### src/rtl/fifo_pkg.sv
`default_nettype none
// ============================================================================
// Module      : fifo_pkg
// Description : Shared constants and width helper for the parametrised
//               synchronous FIFO (fifo_sync_param and fifo_mem).
// Revision    : 1.0 - initial release
// ============================================================================
package fifo_pkg;

    localparam int C_DEF_WIDTH = 8;
    localparam int C_DEF_DEPTH = 16;

    // Address width for a given depth. The level counter is one bit wider
    // so that it can represent the completely full state (level == DEPTH).
    function automatic int fifo_aw(input int depth);
        int aw;
        aw = $clog2(depth);
        if (aw < 1) begin
            aw = 1;
        end
        return aw;
    endfunction

endpackage : fifo_pkg
`default_nettype wire

### src/rtl/fifo_mem.sv
`default_nettype none
// ============================================================================
// Module      : fifo_mem
// Description : Simple dual-port storage array, WIDTH x DEPTH, synchronous
//               write and asynchronous (combinational) read. Contents are
//               not reset.
// Ports       : clk      - write clock
//               we_i     - write enable
//               waddr_i  - write address
//               wdata_i  - write data
//               raddr_i  - read address
//               rdata_o  - read data (combinational from raddr_i)
// Revision    : 1.0 - initial release
// ============================================================================
module fifo_mem
    import fifo_pkg::*;
#(
    parameter int WIDTH = C_DEF_WIDTH,
    parameter int DEPTH = C_DEF_DEPTH,
    parameter int AW    = fifo_aw(DEPTH)
) (
    input  logic             clk,
    input  logic             we_i,
    input  logic [AW-1:0]    waddr_i,
    input  logic [WIDTH-1:0] wdata_i,
    input  logic [AW-1:0]    raddr_i,
    output logic [WIDTH-1:0] rdata_o
);

    logic [WIDTH-1:0] mem_q [DEPTH];

    always_ff @(posedge clk) begin
        if (we_i) begin
            mem_q[waddr_i] <= wdata_i;
        end
    end

    assign rdata_o = mem_q[raddr_i];

endmodule : fifo_mem
`default_nettype wire

### src/rtl/fifo_sync_param.sv
`default_nettype none
// ============================================================================
// Module      : fifo_sync_param
// Description : Parametrised synchronous FIFO with simultaneous push/pop,
//               standard (registered) or first-word-fall-through read mode,
//               occupancy level, almost-full/almost-empty flags and sticky
//               overflow/underflow flags.
// Ports       : clk          - single clock, rising edge
//               reset_n      - asynchronous active-low reset
//               clear        - synchronous flush, overrides push/pop
//               push/data_in - write strobe and data
//               pop          - read strobe
//               data_out     - read data (registered or fall-through)
//               empty/full/almost_empty/almost_full/level - occupancy status
//               overflow/underflow - sticky error flags
// Revision    : 1.0 - initial release
// ============================================================================
module fifo_sync_param
    import fifo_pkg::*;
#(
    parameter int WIDTH    = C_DEF_WIDTH,
    parameter int DEPTH    = C_DEF_DEPTH,
    parameter int AF_LEVEL = DEPTH - 2,
    parameter int AE_LEVEL = 2,
    parameter bit FWFT     = 1'b0
) (
    input  logic                    clk,
    input  logic                    reset_n,
    input  logic                    clear,
    input  logic                    push,
    input  logic [WIDTH-1:0]        data_in,
    input  logic                    pop,
    output logic [WIDTH-1:0]        data_out,
    output logic                    empty,
    output logic                    full,
    output logic                    almost_empty,
    output logic                    almost_full,
    output logic [fifo_aw(DEPTH):0] level,
    output logic                    overflow,
    output logic                    underflow
);

    localparam int AW = fifo_aw(DEPTH);
    localparam int LW = AW + 1;

    logic [AW-1:0]    wr_ptr_q,    wr_ptr_d;
    logic [AW-1:0]    rd_ptr_q,    rd_ptr_d;
    logic [LW-1:0]    level_q,     level_d;
    logic             overflow_q,  overflow_d;
    logic             underflow_q, underflow_d;

    logic             w_push_ok;
    logic             w_pop_ok;
    logic             w_mem_we;
    logic [WIDTH-1:0] w_mem_rdata;

    // All status flags come straight from the registered level, so they
    // change in the same cycle as the level itself.
    assign empty        = (level_q == '0);
    assign full         = (level_q == LW'(DEPTH));
    assign almost_empty = (int'(level_q) <= AE_LEVEL);
    assign almost_full  = (int'(level_q) >= AF_LEVEL);
    assign level        = level_q;
    assign overflow     = overflow_q;
    assign underflow    = underflow_q;

    // Acceptance uses start-of-cycle state only: a pop in the same cycle
    // does not make room for a push into a full FIFO.
    assign w_push_ok = push & ~full;
    assign w_pop_ok  = pop & ~empty;
    assign w_mem_we  = w_push_ok & ~clear;

    always_comb begin
        wr_ptr_d    = wr_ptr_q;
        rd_ptr_d    = rd_ptr_q;
        level_d     = level_q;
        overflow_d  = overflow_q | (push & full);
        underflow_d = underflow_q | (pop & empty);

        if (clear) begin
            wr_ptr_d    = '0;
            rd_ptr_d    = '0;
            level_d     = '0;
            overflow_d  = 1'b0;
            underflow_d = 1'b0;
        end else begin
            if (w_push_ok) begin
                wr_ptr_d = wr_ptr_q + AW'(1);
            end
            if (w_pop_ok) begin
                rd_ptr_d = rd_ptr_q + AW'(1);
            end
            case ({w_push_ok, w_pop_ok})
                2'b10:   level_d = level_q + LW'(1);
                2'b01:   level_d = level_q - LW'(1);
                default: level_d = level_q;
            endcase
        end
    end

    always_ff @(posedge clk or negedge reset_n) begin
        if (!reset_n) begin
            wr_ptr_q    <= '0;
            rd_ptr_q    <= '0;
            level_q     <= '0;
            overflow_q  <= 1'b0;
            underflow_q <= 1'b0;
        end else begin
            wr_ptr_q    <= wr_ptr_d;
            rd_ptr_q    <= rd_ptr_d;
            level_q     <= level_d;
            overflow_q  <= overflow_d;
            underflow_q <= underflow_d;
        end
    end

    fifo_mem #(
        .WIDTH (WIDTH),
        .DEPTH (DEPTH),
        .AW    (AW)
    ) u_mem (
        .clk     (clk),
        .we_i    (w_mem_we),
        .waddr_i (wr_ptr_q),
        .wdata_i (data_in),
        .raddr_i (rd_ptr_q),
        .rdata_o (w_mem_rdata)
    );

    generate
        if (FWFT) begin : g_fwft
            // Head of queue is shown directly; forced to zero when empty so
            // stale memory contents never leak out.
            assign data_out = empty ? '0 : w_mem_rdata;
        end else begin : g_std
            logic [WIDTH-1:0] dout_q, dout_d;

            always_comb begin
                dout_d = dout_q;
                if (clear) begin
                    dout_d = '0;
                end else if (w_pop_ok) begin
                    dout_d = w_mem_rdata;
                end
            end

            always_ff @(posedge clk or negedge reset_n) begin
                if (!reset_n) begin
                    dout_q <= '0;
                end else begin
                    dout_q <= dout_d;
                end
            end

            assign data_out = dout_q;
        end
    endgenerate

endmodule : fifo_sync_param
`default_nettype wire

### config.mk
export PLATFORM = sky130hd
export DESIGN_NAME = fifo_sync_param
export DESIGN_NICKNAME = d
export VERILOG_FILES = /design/src/rtl/fifo_pkg.sv /design/src/rtl/fifo_mem.sv /design/src/rtl/fifo_sync_param.sv
export SDC_FILE = /design/constraint.sdc
export NUM_CORES = 1
export LEC_CHECK = 0
export ABC_AREA = 1
export CAP_MARGIN = 20
export CELL_PAD_IN_SITES_DETAIL_PLACEMENT = 0
export CELL_PAD_IN_SITES_GLOBAL_PLACEMENT = 2
export CORE_MARGIN = 4
export CORE_UTILIZATION = 40
export DETAILED_ROUTE_END_ITERATION = 16
export PLACE_DENSITY = 0.88
export SLEW_MARGIN = 15
export SYNTH_ARGS = -nofsm -noshare
export SYNTH_HDL_FRONTEND = slang
export SYNTH_SLANG_ARGS = --single-unit
### constraint.sdc
create_clock -name clk -period 3.08 [get_ports clk]
set_input_delay 0.616 -clock clk [delete_from_list [all_inputs] [get_ports clk]]
set_output_delay 0.616 -clock clk [all_outputs]
set_load 0.02 [all_outputs]
# --- Word level (Yosys, flattened, before mapping) ---
# Memories as Yosys holds them, arrays and structs flattened.
# Index checks and enable logic that the tools add are counted.
word_totals:
  mem_bits_rw: 128
  reg_bits: 23
  n_memories: 1
  elab_cells: 42
classes:
  n_eq_ne: 3
  n_reduce_logical: 4
  muxes: 12
  n_addsub: 4
  magnitude_cmp: 2
  bitwise_logic: 10
memory_table:
  columns: ["memory", "words", "width", "rd", "rd_ports_with_merged_regs", "wr", "line", "text"]
  rows:
  - ["u_mem.mem_q", 16, 8, 1, 0, 1, "fifo_mem.sv:30", "logic [WIDTH-1:0] mem_q [DEPTH];"]
ops:
  columns: ["cell", "n"]
  rows:
  - ["4-bit two-way mux", 4]
  - ["8-bit two-way mux", 2]
  - ["5-bit case mux with 2 select lines", 1]
  - ["4-bit by 1-bit adder with 4-bit output (second input constant)", 2]
  - ["5-bit by 1-bit adder with 5-bit output (second input constant)", 1]
  - ["1-bit bitwise AND", 5]
  - ["5-bit equality test (second input constant)", 1]
  - ["5-bit by 4-bit greater-or-equal comparator with 1-bit output (second input constant)", 1]
  - ["5-bit by 2-bit <= comparator with 1-bit output (second input constant)", 1]
  - ["5-bit zero test", 1]
  - ["5-bit two-way mux", 1]
  - ["5-bit by 1-bit subtractor with 5-bit output (second input constant)", 1]
  - ["1-bit two-way mux", 4]
  - ["2-bit nonzero test", 2]
  - ["1-bit NOT", 3]
  - ["3-bit nonzero test", 1]
  - ["2-bit by 1-bit equality test with 1-bit output (second input constant)", 1]
  - ["2-bit equality test (second input constant)", 1]
  - ["1-bit bitwise OR", 2]

# --- Depth between registers and ports, before layout ---
# Gate-level depths: netlist of run 1.
depth:
  ltp_word: 6
  ltp_mapped: 16
  mapped_depth_nobuf: 16

# --- Cells and area by module ---
# From an unflattened synthesis of run 1, not the netlist that was laid out.
hier_totals:
  hier_cells: 697
  hier_area_um2: 6872.8
modules_own_cells:
  columns: ["module", "cells_each", "seq_area_each_um2", "n_inst", "area_per_inst_um2"]
  rows:
  - ["fifo_mem", 543, 3843.7, 1, 5606.6]
  - ["fifo_sync_param", 154, 575.6, 1, 1266.2]

# --- Worst setup path before layout of run 1 ---
# Ideal clock, no wire load.
synth_timing:
  path_kind: "in2reg"
  startpoint: "in clear"
  endpoint: "mem u_mem.mem_q[10][0] (netlist bit) (enable)"
  slack_ns: 0.988
  n_path_buf: 2
  cell_stages: 5
  t_arrival_ns: 1.722
  setup_time_ns: 0.370
  cell_sequence: "clkbuf_1 > inv_1 > clkbuf_1 > nand3_1 > nor2_1"
synth_via:
  elab_chain_cells: 4
synth_lines:
  columns: ["item", "line", "text"]
  rows:
  - ["start: declaration", "fifo_sync_param.sv:29", "input logic clear,"]
  - ["1-bit NOT", "fifo_sync_param.sv:71", "assign w_mem_we = w_push_ok & ~clear;"]
  - ["1-bit bitwise AND", "fifo_sync_param.sv:71", null]
  - ["1-bit two-way mux", "fifo_mem.sv:33", "if (we_i) begin"]
  - ["1-bit two-way mux (implied by the code)", "fifo_mem.sv:34", "mem_q[waddr_i] <= wdata_i;"]
  - ["end: declaration", "fifo_mem.sv:30", null]
# Every way passes these cells.

# --- Worst setup path in the final report of run 1 ---
layout_timing:
  startpoint: "reg level_q[1], in the netlist level[1]"
  endpoint: "out empty"
layout_via:
  elab_chain_cells: 1
layout_lines:
  columns: ["item", "line", "text"]
  rows:
  - ["start: declaration", "fifo_sync_param.sv:48", "logic [LW-1:0] level_q, level_d;"]
  - ["start signal: assignment", "fifo_sync_param.sv:111", "level_q <= level_d;"]
  - ["5-bit zero test", "fifo_sync_param.sv:59", "assign empty = (level_q == '0);"]
  - ["end: declaration", "fifo_sync_param.sv:34", "output logic empty,"]
# Every way passes these cells.

==> results of run 1 <==
-- per-layer routing --
metal | track usage (%) | wire length, um | part of all wire [%] | up-vias
met5 | 0 | 0 | 0 | -
met2 | 27.2 | 7080 | 48 | 141
li1 | - | - | - | 2009
met1 | 23.7 | 6520 | 44 | 2023
met3 | 3.59 | 885 | 6.0 | 14
met4 | 6.23 | 216 | 1.5 | 0
-- cells by family after synthesis --
| logic type | Yosys count | share of synthesized area, % |
|---|---|---|
| buffers and inverters | 61 | 3.99 |
| xor gates and xnor gates | 1 | 0.139 |
| AOI/OAI and AO/OA | 109 | 10.0 |
| DFF | 151 | 70.1 |
| adders and majority gates | 7 | 1.39 |
| and+or+nand+nor | 210 | 14.4 |
-- worst register-to-register path, stage by stage, from the launching register on --
cell and delay (ns):
dfrtp_2 0.57, inv_2 0.41, buf_4 0.32, o21ai_0 0.12
o211ai_1 0.25, o2111ai_1 0.28, nand2_1 0.16, nand2_1 0.05
nand2_1 0.07
-- stage by stage --
step | power, W | instance area (sq um) | worst slack (ns)
6_report | 0.00596 | 7470 | 0.546
5_1_grt | 0.00629 | 7470 | 0.433
4_1_cts | 0.00602 | 7470 | 0.498
3_5_place_dp | 0.00416 | 6950 | 0.468
3_3_place_gp | 0.00415 | 6950 | 0.528
2_1_floorplan | 0.00352 | 6310 | 0.988
-- cell usage in the layout (no fill, tap or decap) --
cell               n
nand3_2            3
buf_4             23
o2111ai_1          4
clkbuf_1           7
inv_2              3
inv_4              2
clkbuf_8           4
nor2_2             4
o221ai_1           8
dfrtp_2            1
o211ai_1           4
inv_1             33
nand4_1            6
nand2_4            2
edfxtp_1         128
o21ai_1            7
xor2_1             1
nor3_1             2
nand2_8            1
clkdlybuf4s50_1   31
o31ai_1            3
a22oi_1            1
o21a_1             1
clkbuf_16         17
clkinv_2           3
nand2_1           88
a21oi_2            1
o22ai_1            7
o21ai_0           52
nor2_1            71
nand3_1           30
ha_1               7
a21oi_1           20
nand2_2            3
a32o_1             1
dfrtp_1           22
-- registers in the layout (all words and copies together) (netlist names) --
register     cells
underflow        1
data_out         8
u_mem.mem_q    128
level            5
rd_ptr_q         4
overflow         1
wr_ptr_q         4
-- report_power, final --
part | total [W] | switching (W) | internal (W)
combinational | 0.00164 | 0.00107 | 0.000573
sequential | 0.00247 | 0.000136 | 0.00233
clock | 0.00185 | 0.000738 | 0.00111
-- cell usage after synthesis, drive strengths merged --
| cell | instances | area [sq um] |
|---|---|---|
| clkbuf | 7 | 26.3 |
| nor3 | 2 | 10.0 |
| o2111ai | 4 | 35.0 |
| a32o | 1 | 10.0 |
| nand2 | 94 | 392 |
| a22oi | 1 | 7.51 |
| o221ai | 8 | 70.1 |
| nand3 | 33 | 180 |
| inv | 37 | 141 |
| o211ai | 4 | 30.0 |
| o31ai | 3 | 22.5 |
| o21a | 1 | 7.51 |
| edfxtp | 128 | 3840 |
| xor2 | 1 | 8.76 |
| a21oi | 21 | 109 |
| dfrtp | 23 | 576 |
| nand4 | 6 | 37.5 |
| o21ai | 59 | 295 |
| ha | 7 | 87.6 |
| buf | 17 | 83.8 |
| nor2 | 75 | 292 |
| o22ai | 7 | 43.8 |
-- final timing paths --
check | endpoint | cells after the start | from | slack [ns]
setup / recovery | empty | 4 | level[1]$_DFFE_PN0P_ | 0.55
hold / removal | data_out[4]$_DFFE_PN0P_ | 2 | data_out[4]$_DFFE_PN0P_ | 0.48
setup reg to reg | data_out[3]$_DFFE_PN0P_ | 8 | rd_ptr_q[0]$_DFFE_PN0P_ | 0.78
hold reg to reg | data_out[4]$_DFFE_PN0P_ | 2 | data_out[4]$_DFFE_PN0P_ | 0.48
max in group asynchronous | rd_ptr_q[0]$_DFFE_PN0P_ | 2 | reset_n | 2.26
min in group asynchronous | data_out[1]$_DFFE_PN0P_ | 2 | reset_n | 0.56
-- cell type report --
type / count / area [sq um]
inverter: 37 / 141
sequential: 151 / 4420
clock buffer: 28 / 507
fill: 1398 / 7840
clock inverter: 4 / 21.3
tap: 211 / 264
timing repair buffer: 54 / 483
multi-input combinational: 327 / 1640
==> results.sh, run 1 <==
export IMPL_outcome="complete, no violations"
export IMPL_grt_pass1_wl_um=23100
export IMPL_crit_family="buffers and inverters"
export IMPL_cts_repair_resized=0
export IMPL_synth_seq_cells=151
export IMPL_start_kind="flop"
export IMPL_cts_sinks=151
export IMPL_rsz0062_at_grt="no"
export IMPL_wirelength_um=14700
export IMPL_core_area_sq_mm=0.0153
export IMPL_final_core_util_pct=48.8
export IMPL_path_buf_inv=2
export IMPL_path_clk_slew_ns=0.06
export IMPL_grt_max_degree=38
export IMPL_antenna_found_initial=0
export IMPL_slew_violations=0
export IMPL_cts_buffers=17
export IMPL_dp_hpwl_um=9690
export IMPL_synthesis_area_sq_mm=0.00631
export IMPL_via_per_inst=5.16
export IMPL_worstHoldPathType="reg2reg"
export IMPL_setup_viol=0
export IMPL_wl_per_cell_um=18.1
export IMPL_synth_cell_type_count=32
export IMPL_initial_core_util_pct=41.2
export IMPL_p_per_area_mw_per_mm2=798
export IMPL_arrival_ns=1.92
export IMPL_track_usage_pct=17.2
export IMPL_post_cts_buffers=0
export IMPL_period_needed_ns=2.53
export IMPL_drtAntennaViolNets=0
export IMPL_ys_seq_area_share_pct=70.1
export IMPL_endpoint_kind="primary output"
export IMPL_synth_cells=539
export IMPL_gp_congestion=0.797
export IMPL_final_hold_viol_count=0
export IMPL_die_y_um=134
export IMPL_slowest_delay_ns=0.61
export IMPL_portBuffers=31
export IMPL_worstMarginPinSlew_ns=0.801
export IMPL_synth_warnings=0
export IMPL_vias=4187
export IMPL_root_buffer="clkbuf_16"
export IMPL_finalNonFillerCells=812
export IMPL_insertion_delay_ns=0.42
export IMPL_dp_cells=780
export IMPL_fin_crit_sh_pct=82.3
export IMPL_cts_hold_buf=0
export IMPL_clockBufferDepth=2
export IMPL_fin_setup_tns_ns=0
export IMPL_syn_nets=559
export IMPL_remaining_drc_errors=0
export IMPL_cts_htree_levels=4
export IMPL_p_leak_nw=2.76
export IMPL_maxSlewHeadroom_pct=46.4
export IMPL_drtIter0Drc=387
export IMPL_cp_data_required_time_ns=2.46
export IMPL_fp_row_count=45
export IMPL_drive_gt1_share_pct=11.1
export IMPL_drt_pass1_iterations=6
export IMPL_fmax_mhz=395
export IMPL_crit_slowest_cell="clkdlybuf4s50_1"
export IMPL_max_vdd_ir_drop_mv=0.707
export IMPL_crit_fanout=6
export IMPL_first_global_vias=4036
export IMPL_grt_overflow=0
export IMPL_cts_tree="done"
export IMPL_finalNetCount=608
export IMPL_die_x_um=134
export IMPL_syn_area_per_cell_sq_um=11.7
export IMPL_antenna_cells=0
export IMPL_whs_ns=0.485
export IMPL_area_growth_synth_to_final_pct=18.5
export IMPL_crit_chain="nor2_2, nand3_2, inv_1, clkdlybuf4s50_1"
export IMPL_critPathKind="reg2out"
export IMPL_io_pins=32
export IMPL_skew_ns=0.00897
export IMPL_dieArea_sq_mm=0.0178
export IMPL_maxCapViolations=0
(Power assumes the default switching activity.)
==> inputs of run 2 (changes only) <==
==> constraint.sdc (replaced) <==
create_clock -name clk -period 2.4 [get_ports clk]
set_input_delay 0.48 -clock clk [delete_from_list [all_inputs] [get_ports clk]]
set_output_delay 0.48 -clock clk [all_outputs]
set_load 0.02 [all_outputs]
==> run 2 against run 1 <==
Global-route usage is 0.20 points higher; clock skew fell by 0.0011 ns; critical path type unchanged; via count is 1.8% higher; register-to-register slack got worse by 0.39 ns; core utilization is 0.72 points higher; largest power group unchanged.
==> results.sh, run 2 (synthesis results as in run 1) <==
export IMPL_outcome="complete, no violations"
export IMPL_initial_core_util_pct=41.2
export IMPL_drive_gt1_share_pct=12.0
export IMPL_crit_fanout=6
export IMPL_die_y_um=134
export IMPL_setup_viol=0
export IMPL_r2r_slack_ns=0.39
export IMPL_cts_htree_levels=4
export IMPL_maxCapViolations=0
export IMPL_dieArea_sq_mm=0.0178
export IMPL_critPathKind="reg2out"
export IMPL_grt_overflow=0
export IMPL_antenna_cells=0
export IMPL_area_growth_synth_to_final_pct=20.2
export IMPL_clockBufferDepth=2
export IMPL_rr_startpoint="level[1]$_DFFE_PN0P_"
export IMPL_cts_buffers=17
export IMPL_p_per_area_mw_per_mm2=1040
export IMPL_fin_crit_sh_pct=89.3
export IMPL_cts_hold_buf=0
export IMPL_fill_cells=1394
export IMPL_grt_pass1_wl_um=23700
export IMPL_crit_path_end="empty"
export IMPL_arrival_ns=1.66
export IMPL_final_common_cell="edfxtp_1"
export IMPL_io_pins=32
export IMPL_insertion_delay_ns=0.43
export IMPL_worstMarginPinSlew_ns=0.717
export IMPL_final_hold_viol_count=0
export IMPL_vias=4261
export IMPL_first_global_vias=4398
export IMPL_period_needed_ns=2.14
export IMPL_core_area_sq_mm=0.0153
export IMPL_regMostFlops="u_mem.mem_q"
export IMPL_critPathLaunch="level[1]$_DFFE_PN0P_"
export IMPL_via_per_inst=5.21
export IMPL_fin_setup_tns_ns=0
export IMPL_maxSlewHeadroom_pct=52.1
export IMPL_portBuffers=31
export IMPL_drtAntennaViolNets=0
export IMPL_grt_max_degree=59
export IMPL_r2r_end="level[4]$_DFFE_PN0P_"
export IMPL_gp_congestion=0.823
export IMPL_cts_tree="done"
export IMPL_root_buffer="clkbuf_16"
export IMPL_wl_per_cell_um=18.2
export IMPL_placedInstanceArea_sq_mm=0.00702
export IMPL_drt_pass1_iterations=5
export IMPL_remaining_drc_errors=0
export IMPL_finalNetCount=614
export IMPL_antenna_found_initial=0
export IMPL_start_kind="flop"
export IMPL_p_leak_nw=2.83
export IMPL_worstHoldPathType="in2async"
export IMPL_cts_sinks=151
export IMPL_largest_reg_flops=128
export IMPL_track_usage_pct=17.4
export IMPL_dp_hpwl_um=9770
export IMPL_wirelength_um=14900
export IMPL_max_vdd_ir_drop_mv=0.583
export IMPL_drtIter0Drc=473
export IMPL_rsz0062_at_grt="no"
export IMPL_skew_ns=0.00788
export IMPL_final_cell_mix="128 x edfxtp_1, 88 x nand2_1, 71 x nor2_1"
export IMPL_fmax_mhz=467
export IMPL_fin_area_sq_mm=0.00758
export IMPL_r2r_cells=14
export IMPL_cp_data_required_time_ns=1.92
export IMPL_path_clk_slew_ns=0.06
export IMPL_fp_row_count=45
export IMPL_endpoint_kind="primary output"
export IMPL_die_x_um=134
export IMPL_slew_violations=0
## run 2: area by class of cell
class | instances | area (sq um) | share of cell area, %
Sequential cell | 151 | 4420 | 58.3
Multi-Input combinational cell | 327 | 1640 | 21.6
Timing Repair Buffer | 60 | 552 | 7.27
Clock buffer | 19 | 433 | 5.71
Tap cell | 211 | 264 | 3.48
Inverter | 37 | 141 | 1.86
Clock inverter | 13 | 136 | 1.80
## run 2: power by group
group	total, W	leakage, nW	internal, W	switching [W]
registers	0.00313	1.46	0.00299	0.000136
clock network	0.00260	0.278	0.00161	0.000994
logic	0.00214	1.09	0.000749	0.00139
total	0.00787	2.83	0.00535	0.00252
## run 2: what timing repair did
item | in CTS | in global routing
resized for setup | 3 | 1
pin swaps | 0 | 0
setup endpoints to repair | 3 | 1
setup buffers | 0 | 0
## run 2: critical path: stages, from the launching register on
cell and delay (ns):
dfrtp_1 0.45, nor2_2 0.21, nand3_2 0.14, inv_1 0.10
dlygate4sd2_1 0.33
## run 2: layer usage
| layer | part of all wire, % | up-vias | wire length, um | global-route usage [%] |
|---|---|---|---|---|
| met5 | 0 | - | 0 | 0 |
| met3 | 5.1 | 32 | 756 | 5.02 |
| li1 | - | 2018 | - | - |
| met2 | 49 | 116 | 7230 | 28.4 |
| met1 | 44 | 2095 | 6490 | 21.9 |
| met4 | 2.5 | 0 | 378 | 7.20 |
## run 2: how the worst min path moves through the flow
| stage | start | to | slack [ns] | depth (start not counted) |
|---|---|---|---|---|
| 3_5_place_dp | data_out[4]$_DFFE_PN0P_ | data_out[4]$_DFFE_PN0P_ | 0.47 | 2 |
| 4_1_cts | reset_n | rd_ptr_q[3]$_DFFE_PN0P_ | 0.40 | 2 |
| 2_1_floorplan | reset_n | data_out[0]$_DFFE_PN0P_ | 0.18 | 0 |
| 6_report | reset_n | data_out[6]$_DFFE_PN0P_ | 0.41 | 2 |
| 3_3_place_gp | data_out[4]$_DFFE_PN0P_ | data_out[4]$_DFFE_PN0P_ | 0.47 | 2 |
| 5_1_grt | reset_n | data_out[4]$_DFFE_PN0P_ | 0.45 | 2 |
## run 2: through the flow
stage | power [W] | setup WS [ns] | utilization, % | hold WS, ns | cells
detailed placement | 0.00536 | 0.214 | 45.8 | 0.469 | 786
floorplan | 0.00451 | 0.444 | - | 0.184 | 539
global placement | 0.00535 | 0.232 | 45.8 | 0.470 | 786
finish | 0.00787 | 0.258 | 49.5 | 0.410 | 818
global route | 0.00827 | 0.147 | 49.5 | 0.451 | 818
CTS | 0.00794 | 0.00615 | 49.5 | 0.405 | 818
==> inputs of run 3 (changes only) <==
--- a/config.mk
+++ b/config.mk
@@ -6,13 +6,12 @@
 export NUM_CORES = 1
 export LEC_CHECK = 0
 export ABC_AREA = 1
-export CAP_MARGIN = 20
 export CELL_PAD_IN_SITES_DETAIL_PLACEMENT = 0
 export CELL_PAD_IN_SITES_GLOBAL_PLACEMENT = 2
-export CORE_MARGIN = 4
+export CORE_MARGIN = 8
 export CORE_UTILIZATION = 40
 export DETAILED_ROUTE_END_ITERATION = 16
-export PLACE_DENSITY = 0.88
+export PLACE_DENSITY = 0.78
 export SLEW_MARGIN = 15
 export SYNTH_ARGS = -nofsm -noshare
 export SYNTH_HDL_FRONTEND = slang
==> run 3 against run 2 <==
Register-to-register slack worse by 0.05 ns; largest cell class unchanged; count of clock-buffer cells in the layout down 2; cell count is 0.98% higher; critical path depth unchanged; via count shrank 2.3%; global-route usage is 1.5 points lower; first-iteration DRC count fell by 41%; fmax grew 0.61%; worst hold slack improved by 0.017 ns; die area rose by 12%; clock power shrank 6%.
==> results.sh, run 3 (synthesis results as in run 1) <==
export IMPL_regMostFlops="u_mem.mem_q"
export IMPL_r2r_cells=7
export IMPL_grt_pass1_wl_um=23600
export IMPL_portBuffers=31
export IMPL_skew_ns=0.00561
export IMPL_clockBufferDepth=2
export IMPL_io_pins=32
export IMPL_maxCapViolations=0
export IMPL_power_switching_w=0.00267
export IMPL_maxSlewHeadroom_pct=53.0
export IMPL_drtAntennaViolNets=0
export IMPL_endpoint_kind="primary output"
export IMPL_finalNetCount=617
export IMPL_final_cell_mix="128 x edfxtp_1, 88 x nand2_1, 71 x nor2_1"
export IMPL_combinationalPowerShare_pct=28.2
export IMPL_cts_sinks=151
export IMPL_track_usage_pct=15.9
export IMPL_max_vdd_ir_drop_mv=0.533
export IMPL_root_buffer="clkbuf_16"
export IMPL_p_leak_nw=2.82
export IMPL_multi_input_comb_area_sq_mm=0.00164
export IMPL_seq_area_sq_mm=0.00442
export IMPL_slew_violations=0
export IMPL_dieArea_sq_mm=0.0200
export IMPL_fill_cells=1426
export IMPL_finalNonFillerCells=826
export IMPL_fin_setup_tns_ns=0
export IMPL_start_kind="flop"
export IMPL_p_per_area_mw_per_mm2=1020
export IMPL_gp_congestion=0.834
export IMPL_cts_tree="done"
export IMPL_wl_met3_um=642
export IMPL_die_y_um=142
export IMPL_largest_reg_flops=128
export IMPL_critPathKind="reg2out"
export IMPL_switching_share_pct=34.4
export IMPL_area_growth_synth_to_final_pct=20.2
export IMPL_drtIter0Drc=279
export IMPL_initial_core_util_pct=40.3
export IMPL_dp_cells=794
export IMPL_arrival_ns=1.65
export IMPL_wl_met1_um=6680
export IMPL_fmax_mhz=470
export IMPL_setup_viol=0
export IMPL_first_global_vias=4086
export IMPL_period_needed_ns=2.13
export IMPL_path_clk_slew_ns=0.06
export IMPL_p_clk_share_pct=31.4
export IMPL_fp_row_count=46
export IMPL_top_layer="met4"
export IMPL_cp_data_required_time_ns=1.92
export IMPL_fin_crit_sh_pct=88.7
export IMPL_insertion_delay_ns=0.42
export IMPL_final_hold_viol_count=0
export IMPL_dp_hpwl_um=9880
export IMPL_intPower_w=0.00509
export IMPL_crit_fanout=6
export IMPL_antenna_found_initial=0
export IMPL_core_area_sq_mm=0.0157
export IMPL_worstMarginPinSlew_ns=0.702
export IMPL_drive_gt1_share_pct=13.6
export IMPL_wirelength_um=15000
export IMPL_remaining_drc_errors=0
export IMPL_dr_wl_met2_um=7430
export IMPL_via_per_inst=5.04
export IMPL_wl_per_cell_um=18.1
export IMPL_outcome="complete, no violations"
export IMPL_cts_htree_levels=4
export IMPL_p_seq_share_pct=40.4
export IMPL_drt_pass1_iterations=5
export IMPL_die_x_um=142
export IMPL_cts_buffers=17
export IMPL_grt_overflow=0
export IMPL_worstHoldPathType="in2async"
export IMPL_rsz0062_at_grt="no"
export IMPL_final_common_cell="edfxtp_1"
export IMPL_antenna_cells=0
export IMPL_vias=4164
export IMPL_grt_max_degree=79
[run 3: cell count changes in the layout (fill, tap and decap cells not counted), sizes merged, moves of 2 or more]
cell,before,now
inv,37,43
clkinv,9,4
clkinvlp,1,5
buf,29,32
bufinv,3,0
clkbuf,19,17
[run 3: path summary, 6_finish.rpt]
| kind | start | end | slack, ns |
|---|---|---|---|
| worst min register to register | data_out[6]$_DFFE_PN0P_ | data_out[6]$_DFFE_PN0P_ | 0.48 |
| worst max-delay path | level[2]$_DFFE_PN0P_ | empty | 0.27 |
| worst max register to register | rd_ptr_q[1]$_DFFE_PN0P_ | data_out[6]$_DFFE_PN0P_ | 0.34 |
| min in group clk | data_out[6]$_DFFE_PN0P_ | data_out[6]$_DFFE_PN0P_ | 0.48 |
| max in group asynchronous | reset_n | rd_ptr_q[0]$_DFFE_PN0P_ | 1.71 |
| worst min-delay path | reset_n | data_out[7]$_DFFE_PN0P_ | 0.43 |
[run 3: repair_timing]
action / CTS / global route
hold buffers: 0 / 0
gates resized for setup: 4 / 0
setup buffers: 0 / 0
setup endpoints to repair: 4 / 0
[run 3: cell type report]
cell class                      count  share of cell area, %
Sequential cell                   151                   58.3
Multi-Input combinational cell    327                   21.6
Timing Repair Buffer               63                   7.52
Clock buffer                       17                   5.61
Tap cell                          216                   3.56
Inverter                           37                   1.86
Clock inverter                     15                   1.58
[run 3: per-layer routing]
metal	vias up	track usage [%]
met1	2021	20.3
met2	91	26.1
met4	0	5.60
met3	18	3.83
li1	2034	-
met5	-	0
[run 3: power by group through the flow]
stage	registers (W)	clock network (W)	logic (W)
final	0.00313	0.00244	0.00219
after global routing	0.00316	0.00260	0.00243
after CTS	0.00314	0.00249	0.00223
after detailed placement	0.00319	0	0.00225
after global placement	0.00319	0	0.00224
after floorplan	0.00326	0	0.00125
[run 3: worst max-delay path: stages, from the launching register on]
cell and delay (ns):
dfrtp_1 0.45, nor2_2 0.21, nand3_2 0.14, inv_1 0.09
dlygate4sd2_1 0.33
[run 3: per-stage QoR]
stage,hold WS (ns),instance area (sq um),worst slack [ns],total power (W),utilization [%]
after global placement,0.468,7050,0.237,0.00543,45.0
final,0.427,7590,0.271,0.00776,48.5
after global routing,0.440,7590,0.165,0.00819,48.5
after CTS,0.432,7590,0.233,0.00785,48.5
after floorplan,0.184,6310,0.444,0.00451,-
after detailed placement,0.465,7050,0.226,0.00544,45.0
